<file path="src/rtl/vga_axil_master_fsm_if.sv">
// AXI-Lite master/slave bundle (AW, W, B, AR, R channels) used between
// vga_axil_master_fsm and the AXI-Lite slave it drives.
interface vga_axil_master_fsm_if #(
  parameter int unsigned AXIL_ADDR_WIDTH = 32,
  parameter int unsigned AXIL_DATA_WIDTH = 32
);
  localparam int unsigned STRB_W = AXIL_DATA_WIDTH / 8;

  logic [AXIL_ADDR_WIDTH-1:0] awaddr;
  logic                       awvalid;
  logic                       awready;
  logic [AXIL_DATA_WIDTH-1:0] wdata;
  logic [STRB_W-1:0]          wstrb;
  logic                       wvalid;
  logic                       wready;
  logic [1:0]                 bresp;
  logic                       bvalid;
  logic                       bready;
  logic [AXIL_ADDR_WIDTH-1:0] araddr;
  logic                       arvalid;
  logic                       arready;
  logic [AXIL_DATA_WIDTH-1:0] rdata;
  logic [1:0]                 rresp;
  logic                       rvalid;
  logic                       rready;

  modport master (
    output awaddr, awvalid, input awready,
    output wdata, wstrb, wvalid, input wready,
    input bresp, bvalid, output bready,
    output araddr, arvalid, input arready,
    input rdata, rresp, rvalid, output rready
  );

  modport slave (
    input awaddr, awvalid, output awready,
    input wdata, wstrb, wvalid, output wready,
    output bresp, bvalid, input bready,
    input araddr, arvalid, output arready,
    output rdata, rresp, rvalid, input rready
  );
endinterface

</file>
<file path="src/rtl/vga_axil_master_fsm.sv">
// Native single-request port to AXI-Lite master bridge. One transaction in
// flight at a time; every control output is a flop loaded from next state.
// Optional: define VGA_AXIL_MASTER_ERR_CNT_EN to add err_cnt_o, a saturating
// count of non-OKAY responses.
module vga_axil_master_fsm #(
  parameter int unsigned AXIL_ADDR_WIDTH = 32,
  parameter int unsigned AXIL_DATA_WIDTH = 32
) (
  input  logic                       clk_i,
  input  logic                       rst_i,
  input  logic                       req_valid_i,
  output logic                       req_ready_o,
  input  logic                       req_write_i,
  input  logic [AXIL_ADDR_WIDTH-1:0] req_addr_i,
  input  logic [AXIL_DATA_WIDTH-1:0] req_wdata_i,
  output logic                       rsp_valid_o,
  output logic [AXIL_DATA_WIDTH-1:0] rsp_rdata_o,
  output logic [1:0]                 rsp_resp_o,
`ifdef VGA_AXIL_MASTER_ERR_CNT_EN
  output logic [7:0]                 err_cnt_o,
`endif
  vga_axil_master_fsm_if.master      axil_io
);

  typedef enum logic [2:0] {
    IDLE    = 3'd0,
    WR_REQ  = 3'd1,
    WR_RESP = 3'd2,
    RD_REQ  = 3'd3,
    RD_RESP = 3'd4,
    RSP     = 3'd5
  } state_e;

  localparam logic [1:0] RESP_OKAY = 2'b00;

  state_e                     state_q, state_d;
  logic                       aw_done_q, aw_done_d;
  logic                       w_done_q, w_done_d;
  logic [AXIL_ADDR_WIDTH-1:0] addr_q, addr_d;
  logic [AXIL_DATA_WIDTH-1:0] wdata_q, wdata_d;
  logic [AXIL_DATA_WIDTH-1:0] rdata_q, rdata_d;
  logic [1:0]                 resp_q, resp_d;
  logic                       req_ready_q, req_ready_d;
  logic                       awvalid_q, awvalid_d;
  logic                       wvalid_q, wvalid_d;
  logic                       bready_q, bready_d;
  logic                       arvalid_q, arvalid_d;
  logic                       rready_q, rready_d;
  logic                       rsp_valid_q, rsp_valid_d;
  logic                       aw_hs, w_hs, b_hs, ar_hs, r_hs;
`ifdef VGA_AXIL_MASTER_ERR_CNT_EN
  logic [7:0]                 err_cnt_q, err_cnt_d;
`endif

  // Next-state, captured payloads and next values of the registered outputs
  always_comb begin
    state_d     = state_q;
    aw_done_d   = aw_done_q;
    w_done_d    = w_done_q;
    addr_d      = addr_q;
    wdata_d     = wdata_q;
    rdata_d     = rdata_q;
    resp_d      = resp_q;
    aw_hs       = awvalid_q & axil_io.awready;
    w_hs        = wvalid_q  & axil_io.wready;
    b_hs        = bready_q  & axil_io.bvalid;
    ar_hs       = arvalid_q & axil_io.arready;
    r_hs        = rready_q  & axil_io.rvalid;
`ifdef VGA_AXIL_MASTER_ERR_CNT_EN
    err_cnt_d   = err_cnt_q;
`endif

    unique case (state_q)
      IDLE: begin
        if (req_valid_i && req_ready_q) begin
          addr_d    = req_addr_i;
          aw_done_d = 1'b0;
          w_done_d  = 1'b0;
          if (req_write_i) begin
            wdata_d = req_wdata_i;
            state_d = WR_REQ;
          end else begin
            state_d = RD_REQ;
          end
        end
      end
      WR_REQ: begin
        if (aw_hs) aw_done_d = 1'b1;
        if (w_hs)  w_done_d  = 1'b1;
        if (aw_done_d && w_done_d) state_d = WR_RESP;
      end
      WR_RESP: begin
        if (b_hs) begin
          resp_d  = axil_io.bresp;
          state_d = RSP;
        end
      end
      RD_REQ: begin
        if (ar_hs) state_d = RD_RESP;
      end
      RD_RESP: begin
        if (r_hs) begin
          rdata_d = axil_io.rdata;
          resp_d  = axil_io.rresp;
          state_d = RSP;
        end
      end
      RSP:     state_d = IDLE;
      default: state_d = IDLE;
    endcase

`ifdef VGA_AXIL_MASTER_ERR_CNT_EN
    // Count once, on the edge that enters RSP with a non-OKAY response
    if ((state_d == RSP) && (state_q != RSP) && (resp_d != RESP_OKAY) &&
        (err_cnt_q != 8'hFF)) begin
      err_cnt_d = err_cnt_q + 8'd1;
    end
`endif

    req_ready_d = (state_d == IDLE);
    awvalid_d   = (state_d == WR_REQ) && !aw_done_d;
    wvalid_d    = (state_d == WR_REQ) && !w_done_d;
    bready_d    = (state_d == WR_RESP);
    arvalid_d   = (state_d == RD_REQ);
    rready_d    = (state_d == RD_RESP);
    rsp_valid_d = (state_d == RSP);
  end

  // State and output registers with synchronous reset
  always_ff @(posedge clk_i) begin
    if (rst_i) begin
      state_q     <= IDLE;
      aw_done_q   <= 1'b0;
      w_done_q    <= 1'b0;
      addr_q      <= '0;
      wdata_q     <= '0;
      rdata_q     <= '0;
      resp_q      <= RESP_OKAY;
      req_ready_q <= 1'b0;
      awvalid_q   <= 1'b0;
      wvalid_q    <= 1'b0;
      bready_q    <= 1'b0;
      arvalid_q   <= 1'b0;
      rready_q    <= 1'b0;
      rsp_valid_q <= 1'b0;
`ifdef VGA_AXIL_MASTER_ERR_CNT_EN
      err_cnt_q   <= 8'd0;
`endif
    end else begin
      state_q     <= state_d;
      aw_done_q   <= aw_done_d;
      w_done_q    <= w_done_d;
      addr_q      <= addr_d;
      wdata_q     <= wdata_d;
      rdata_q     <= rdata_d;
      resp_q      <= resp_d;
      req_ready_q <= req_ready_d;
      awvalid_q   <= awvalid_d;
      wvalid_q    <= wvalid_d;
      bready_q    <= bready_d;
      arvalid_q   <= arvalid_d;
      rready_q    <= rready_d;
      rsp_valid_q <= rsp_valid_d;
`ifdef VGA_AXIL_MASTER_ERR_CNT_EN
      err_cnt_q   <= err_cnt_d;
`endif
    end
  end

  assign req_ready_o     = req_ready_q;
  assign rsp_valid_o     = rsp_valid_q;
  assign rsp_rdata_o     = rdata_q;
  assign rsp_resp_o      = resp_q;
  assign axil_io.awaddr  = addr_q;
  assign axil_io.awvalid = awvalid_q;
  assign axil_io.wdata   = wdata_q;
  assign axil_io.wstrb   = '1;
  assign axil_io.wvalid  = wvalid_q;
  assign axil_io.bready  = bready_q;
  assign axil_io.araddr  = addr_q;
  assign axil_io.arvalid = arvalid_q;
  assign axil_io.rready  = rready_q;
`ifdef VGA_AXIL_MASTER_ERR_CNT_EN
  assign err_cnt_o       = err_cnt_q;
`endif

endmodule

</file>
<file path="src/flat_wrapper.sv">
// flat-port wrapper written by rule: the top's interface ports become plain ports
module vga_axil_master_fsm_flat 
#(
  parameter int unsigned AXIL_ADDR_WIDTH = 32,
  parameter int unsigned AXIL_DATA_WIDTH = 32
)
  (clk_i, rst_i, req_valid_i, req_ready_o, req_write_i, req_addr_i, req_wdata_i, rsp_valid_o, rsp_rdata_o, rsp_resp_o, axil_io_awaddr, axil_io_awvalid, axil_io_awready, axil_io_wdata, axil_io_wstrb, axil_io_wvalid, axil_io_wready, axil_io_bresp, axil_io_bvalid, axil_io_bready, axil_io_araddr, axil_io_arvalid, axil_io_arready, axil_io_rdata, axil_io_rresp, axil_io_rvalid, axil_io_rready);
  vga_axil_master_fsm_if #(.AXIL_ADDR_WIDTH(AXIL_ADDR_WIDTH), .AXIL_DATA_WIDTH(AXIL_DATA_WIDTH)) axil_io_i ();
  input  logic clk_i;
  input  logic rst_i;
  input  logic req_valid_i;
  output logic req_ready_o;
  input  logic req_write_i;
  input  logic [AXIL_ADDR_WIDTH-1:0] req_addr_i;
  input  logic [AXIL_DATA_WIDTH-1:0] req_wdata_i;
  output logic rsp_valid_o;
  output logic [AXIL_DATA_WIDTH-1:0] rsp_rdata_o;
  output logic [1:0] rsp_resp_o;
  output wire logic [$bits(axil_io_i.awaddr)-1:0] axil_io_awaddr;
  output wire logic [$bits(axil_io_i.awvalid)-1:0] axil_io_awvalid;
  input wire logic [$bits(axil_io_i.awready)-1:0] axil_io_awready;
  output wire logic [$bits(axil_io_i.wdata)-1:0] axil_io_wdata;
  output wire logic [$bits(axil_io_i.wstrb)-1:0] axil_io_wstrb;
  output wire logic [$bits(axil_io_i.wvalid)-1:0] axil_io_wvalid;
  input wire logic [$bits(axil_io_i.wready)-1:0] axil_io_wready;
  input wire logic [$bits(axil_io_i.bresp)-1:0] axil_io_bresp;
  input wire logic [$bits(axil_io_i.bvalid)-1:0] axil_io_bvalid;
  output wire logic [$bits(axil_io_i.bready)-1:0] axil_io_bready;
  output wire logic [$bits(axil_io_i.araddr)-1:0] axil_io_araddr;
  output wire logic [$bits(axil_io_i.arvalid)-1:0] axil_io_arvalid;
  input wire logic [$bits(axil_io_i.arready)-1:0] axil_io_arready;
  input wire logic [$bits(axil_io_i.rdata)-1:0] axil_io_rdata;
  input wire logic [$bits(axil_io_i.rresp)-1:0] axil_io_rresp;
  input wire logic [$bits(axil_io_i.rvalid)-1:0] axil_io_rvalid;
  output wire logic [$bits(axil_io_i.rready)-1:0] axil_io_rready;
  assign axil_io_awaddr = axil_io_i.awaddr;
  assign axil_io_awvalid = axil_io_i.awvalid;
  assign axil_io_i.awready = axil_io_awready;
  assign axil_io_wdata = axil_io_i.wdata;
  assign axil_io_wstrb = axil_io_i.wstrb;
  assign axil_io_wvalid = axil_io_i.wvalid;
  assign axil_io_i.wready = axil_io_wready;
  assign axil_io_i.bresp = axil_io_bresp;
  assign axil_io_i.bvalid = axil_io_bvalid;
  assign axil_io_bready = axil_io_i.bready;
  assign axil_io_araddr = axil_io_i.araddr;
  assign axil_io_arvalid = axil_io_i.arvalid;
  assign axil_io_i.arready = axil_io_arready;
  assign axil_io_i.rdata = axil_io_rdata;
  assign axil_io_i.rresp = axil_io_rresp;
  assign axil_io_i.rvalid = axil_io_rvalid;
  assign axil_io_rready = axil_io_i.rready;
  vga_axil_master_fsm #(.AXIL_ADDR_WIDTH(AXIL_ADDR_WIDTH), .AXIL_DATA_WIDTH(AXIL_DATA_WIDTH)) u_core (.clk_i(clk_i), .rst_i(rst_i), .req_valid_i(req_valid_i), .req_ready_o(req_ready_o), .req_write_i(req_write_i), .req_addr_i(req_addr_i), .req_wdata_i(req_wdata_i), .rsp_valid_o(rsp_valid_o), .rsp_rdata_o(rsp_rdata_o), .rsp_resp_o(rsp_resp_o), .axil_io(axil_io_i));
endmodule
</file>
<file path="config.mk">
export PLATFORM = sky130hd
export DESIGN_NAME = vga_axil_master_fsm_flat
export DESIGN_NICKNAME = d
export VERILOG_FILES = /design/src/rtl/vga_axil_master_fsm_if.sv /design/src/rtl/vga_axil_master_fsm.sv /design/src/flat_wrapper.sv
export SDC_FILE = /design/constraint.sdc
export NUM_CORES = 1
export LEC_CHECK = 0
export ABC_CLOCK_PERIOD_IN_PS = 1450
export BUFFER_PORTS_ARGS = -buffer_cell sky130_fd_sc_hd__buf_2
export CAP_MARGIN = 20
export CORE_UTILIZATION = 40
export CTS_BUF_LIST = sky130_fd_sc_hd__clkbuf_8
export CTS_CLUSTER_DIAMETER = 120
export DETAILED_ROUTE_END_ITERATION = 7
export PLACE_DENSITY_LB_ADDON = 0.1
export RECOVER_POWER = 100
export SYNTH_ARGS = -nofsm -noshare
export SYNTH_HDL_FRONTEND = slang
export SYNTH_SLANG_ARGS = --single-unit
</file>
<file path="constraint.sdc">
create_clock -name clk_i -period 1.45 [get_ports clk_i]
set_input_delay 0.29 -clock clk_i [delete_from_list [all_inputs] [get_ports clk_i]]
set_output_delay 0.29 -clock clk_i [all_outputs]
set_load 0.05 [all_outputs]
</file>
==> impl_metrics.toml <==
[run_status]
status = "finished, violations left"
failing_checks = "setup timing"

[floorplan]
rows = 36
placeableCoreArea_um2 = 9955
floorplan.die_area_um2 = 10890
floorplan.initialDensity_pct = 42.09
die-height_um = 104.4
floorplan.io_pins = 250
floorplan.die.width_um = 104.4

[hold_path]
min_path_cells = 3
hold_class = "in -> reg"

[pwr]
power_density_nw_per_um2 = 1077
power.clock.fraction_pct = 26.0
worst_ir_drop_vdd_v = 0.0004743
switching_share_pct = 35.10
seq_power_share_pct = 47.0
total_leakage_power_nw = 3.073
p_comb_share_pct = 27.0
p_int_mw = 4.517
p_total_mw = 6.961
netSwitchingPower_mw = 2.443

[timing]
setup_slack_ps = -224.7
period_needed_ps = 1675
grt_setup_unrepaired = "yes"
hold_ws_ps = 146.8
setup_violations = 106
timing.final.crit_share_pct = 115.5
final-max-slew-violation-count = 0
setup_total_negative_slack_ps = -14090
fin_skew_ps = 7.132
final-hold-violation-count = 0
fmax_mhz = 597.1

[synthesis]
synth_seq_cells = 110
synth_top_family_by_area = "simple AND/OR/NAND/NOR gates"
yosys-mux-area-fraction_pct = 0.4778
netlist_area_um2 = 4190
synth_adder_area_share_pct = 0
synth_instances = 519
synth.lib_cells_used.distinct = 33
synth_xor_xnor_area_share_pct = 0
synth_simple_gate_area_share_pct = 22.99
synth.yosys.seq_area_share_pct = 52.55
post_synth.cell_area_avg_um2 = 8.074
synth.yosys.warnings = 0
synth-compound-area-share_pct = 14.00

[final_layout]
stdcell_area_um2 = 6461
postLayoutCoreUtil_pct = 64.91
drive_above_1_share_pct = 56.03
area.growth.synth_to_final_pct = 54.20
antenna_cells = 0
layout.cells.most_common = "nand2_1"
most_frequent_cells_in_the_layout = "nand2_1, clkbuf_2, buf_2, dfxtp_1, a21oi_1"
layout.cells.non_filler = 888
nNetsFinal = 859

[routing]
drt.antenna.violating_nets = 0
via_count = 4246
total_wire_length_mm = 12.68
route.detailed.drc = 0
routed_via_density = 4.782
detailed_routing_iteration_count_for_the_pre_antenna_repair_pass = 4
dr.first_iter.drc_count = 194
routed_wire_length_per_instance_um = 14.28

[placement]
io_buffer_count = 245
detailedPlace.worstSlack_ps = -251.5
placedInstanceArea_um2 = 5451
dp_hpwl_mm = 8.228
place.gp.congestion = 0.8192
placedCellCount = 856

[critical_path]
slowest_stage_cell_on_the_critical_path = "or4b_4"
timing.critical_path.cells = "or3b_4, a2bb2o_4, or4b_4, and3_1"
critical_path.n_buffers_inverters = 0
path_max_fanout = 5
worst-path-stages = 4
crit_required_ps = 1720
worstPathArrival_ps = 1940
worstRegToRegCells = 4
crit_path_start_kind = "flip-flop"
critPathCaptureType = "flip-flop"
path_class = "reg -> reg"
biggest_cell_delay_along_the_critical_path_ps = 550
critical-path-top-delay-family = "simple AND/OR/NAND/NOR gates"

[run]
max_cap_viol_count = 0

[cts]
clock-root-buffer = "clkbuf_8"
htreeDepth = 3
path_clk_slew_ps = 100
ctsHoldBuffers = 0
clk-insertion-delay-late_ps = 360
clock_sinks = 110
cts_inserted_buffers = 9
clockBufferDepth = 2
clock_tree_from_tritoncts = "done"

[global_routing]
first_global_vias = 4037
first_pass_grt_wire_length_mm = 19.58
grt_usage_pct = 22.49
antenna_found_initial = 1
maximum_number_of_pins_on_one_net_before_global_route_repair = 67
overflow = 0
[worst register-to-register path, delay by kind of cell (launching register included)]
family	cells	cell delay [ps]
and+or+nand+nor	3	960
AOI/OAI and AO/OA	1	240
DFF	1	370
[cells in the mapped netlist]
| library cell | count | area [um2] |
|---|---|---|
| and2_0 | 1 | 6.260 |
| or4b_1 | 1 | 10.01 |
| nor2b_1 | 1 | 6.260 |
| nor3_1 | 1 | 5.000 |
| clkbuf_1 | 21 | 78.83 |
| or4_4 | 1 | 11.26 |
| a21o_1 | 1 | 7.510 |
| a2111o_1 | 1 | 11.26 |
| nand2_1 | 196 | 735.7 |
| and2_1 | 2 | 12.51 |
| nor2_1 | 8 | 30.03 |
| or3b_2 | 1 | 8.760 |
| dfxtp_1 | 110 | 2202 |
| buf_2 | 10 | 50.05 |
| nand3_1 | 1 | 5.000 |
| a21oi_1 | 101 | 505.5 |
| nand3b_1 | 1 | 7.510 |
| buf_4 | 36 | 270.3 |
| mux2i_1 | 2 | 20.02 |
| nor3_2 | 1 | 10.01 |
| nor3b_2 | 1 | 12.51 |
| nor3b_1 | 1 | 7.510 |
| o31ai_1 | 1 | 7.510 |
| nor4b_2 | 3 | 45.04 |
| or4b_4 | 1 | 13.76 |
| nor2_4 | 1 | 11.26 |
| o21ai_0 | 1 | 5.000 |
| and3_1 | 4 | 25.02 |
| a211oi_1 | 2 | 15.01 |
| conb_1 | 1 | 3.750 |
| a2111oi_2 | 1 | 15.01 |
| inv_1 | 4 | 15.01 |
| a2bb2o_4 | 1 | 20.02 |
[routing by layer]
layer  track usage [%]  share of wire, %  up-vias
li1                  -                 -     2104
met5                 0              0.10        -
met4             8.061               1.3        2
met2             41.34                52      159
met3             5.890               6.1       17
met1             24.64                41     1964
[flip-flops by register name, indices dropped and copies added (netlist names), 2 cells and up]
register / cells
u_core.rsp_rdata_o: 32
u_core.axil_io.araddr: 32
u_core.state_q: 3
u_core.axil_io.wdata: 32
u_core.rsp_resp_o: 2
[final cells by class]
type | count | area, um2
clock inverter | 7 | 65.06
multi-input combinational | 341 | 2158
clock buffer | 9 | 123.9
inverter | 4 | 15.01
fill | 895 | 3493
sequential | 110 | 2226
timing repair buffer | 284 | 1707
tap | 133 | 166.4
[power by group through the flow]
stage	Clock, mW	Sequential [mW]	Combinational, mW
floorplan	0	3.79	0.796
global placement	0	3.32	1.66
detailed placement	0	3.33	1.67
CTS	1.87	3.26	1.88
global route	2.00	3.29	1.99
finish	1.81	3.27	1.88
[logic make-up after synthesis]
group / after synthesis
simple gates: 226
flops: 110
compound gates: 109
buf+inv: 71
mux: 2
other cells: 1
[what timing repair did]
action / 4_1_cts / 5_1_grt
pin swaps: 36 / 54
hold endpoints to repair: 0 / 0
cloned: 6 / 1
buffers inserted: 12 / 5
resized for setup: 65 / 121
endpoints found under the setup margin: 107 / 108
[final timing paths]
path | from | end | slack (ps)
worst max-delay path | u_core.state_q[1] | u_core.axil_io.arvalid | -220
worst min-delay path | req_wdata_i[27] | u_core.axil_io.wdata[27] | 150
worst max register to register | u_core.state_q[1] | u_core.axil_io.arvalid | -220
worst min register to register | u_core.axil_io.wdata[13] | u_core.axil_io.wdata[13] | 460
Power figures use the tool's default switching activity.
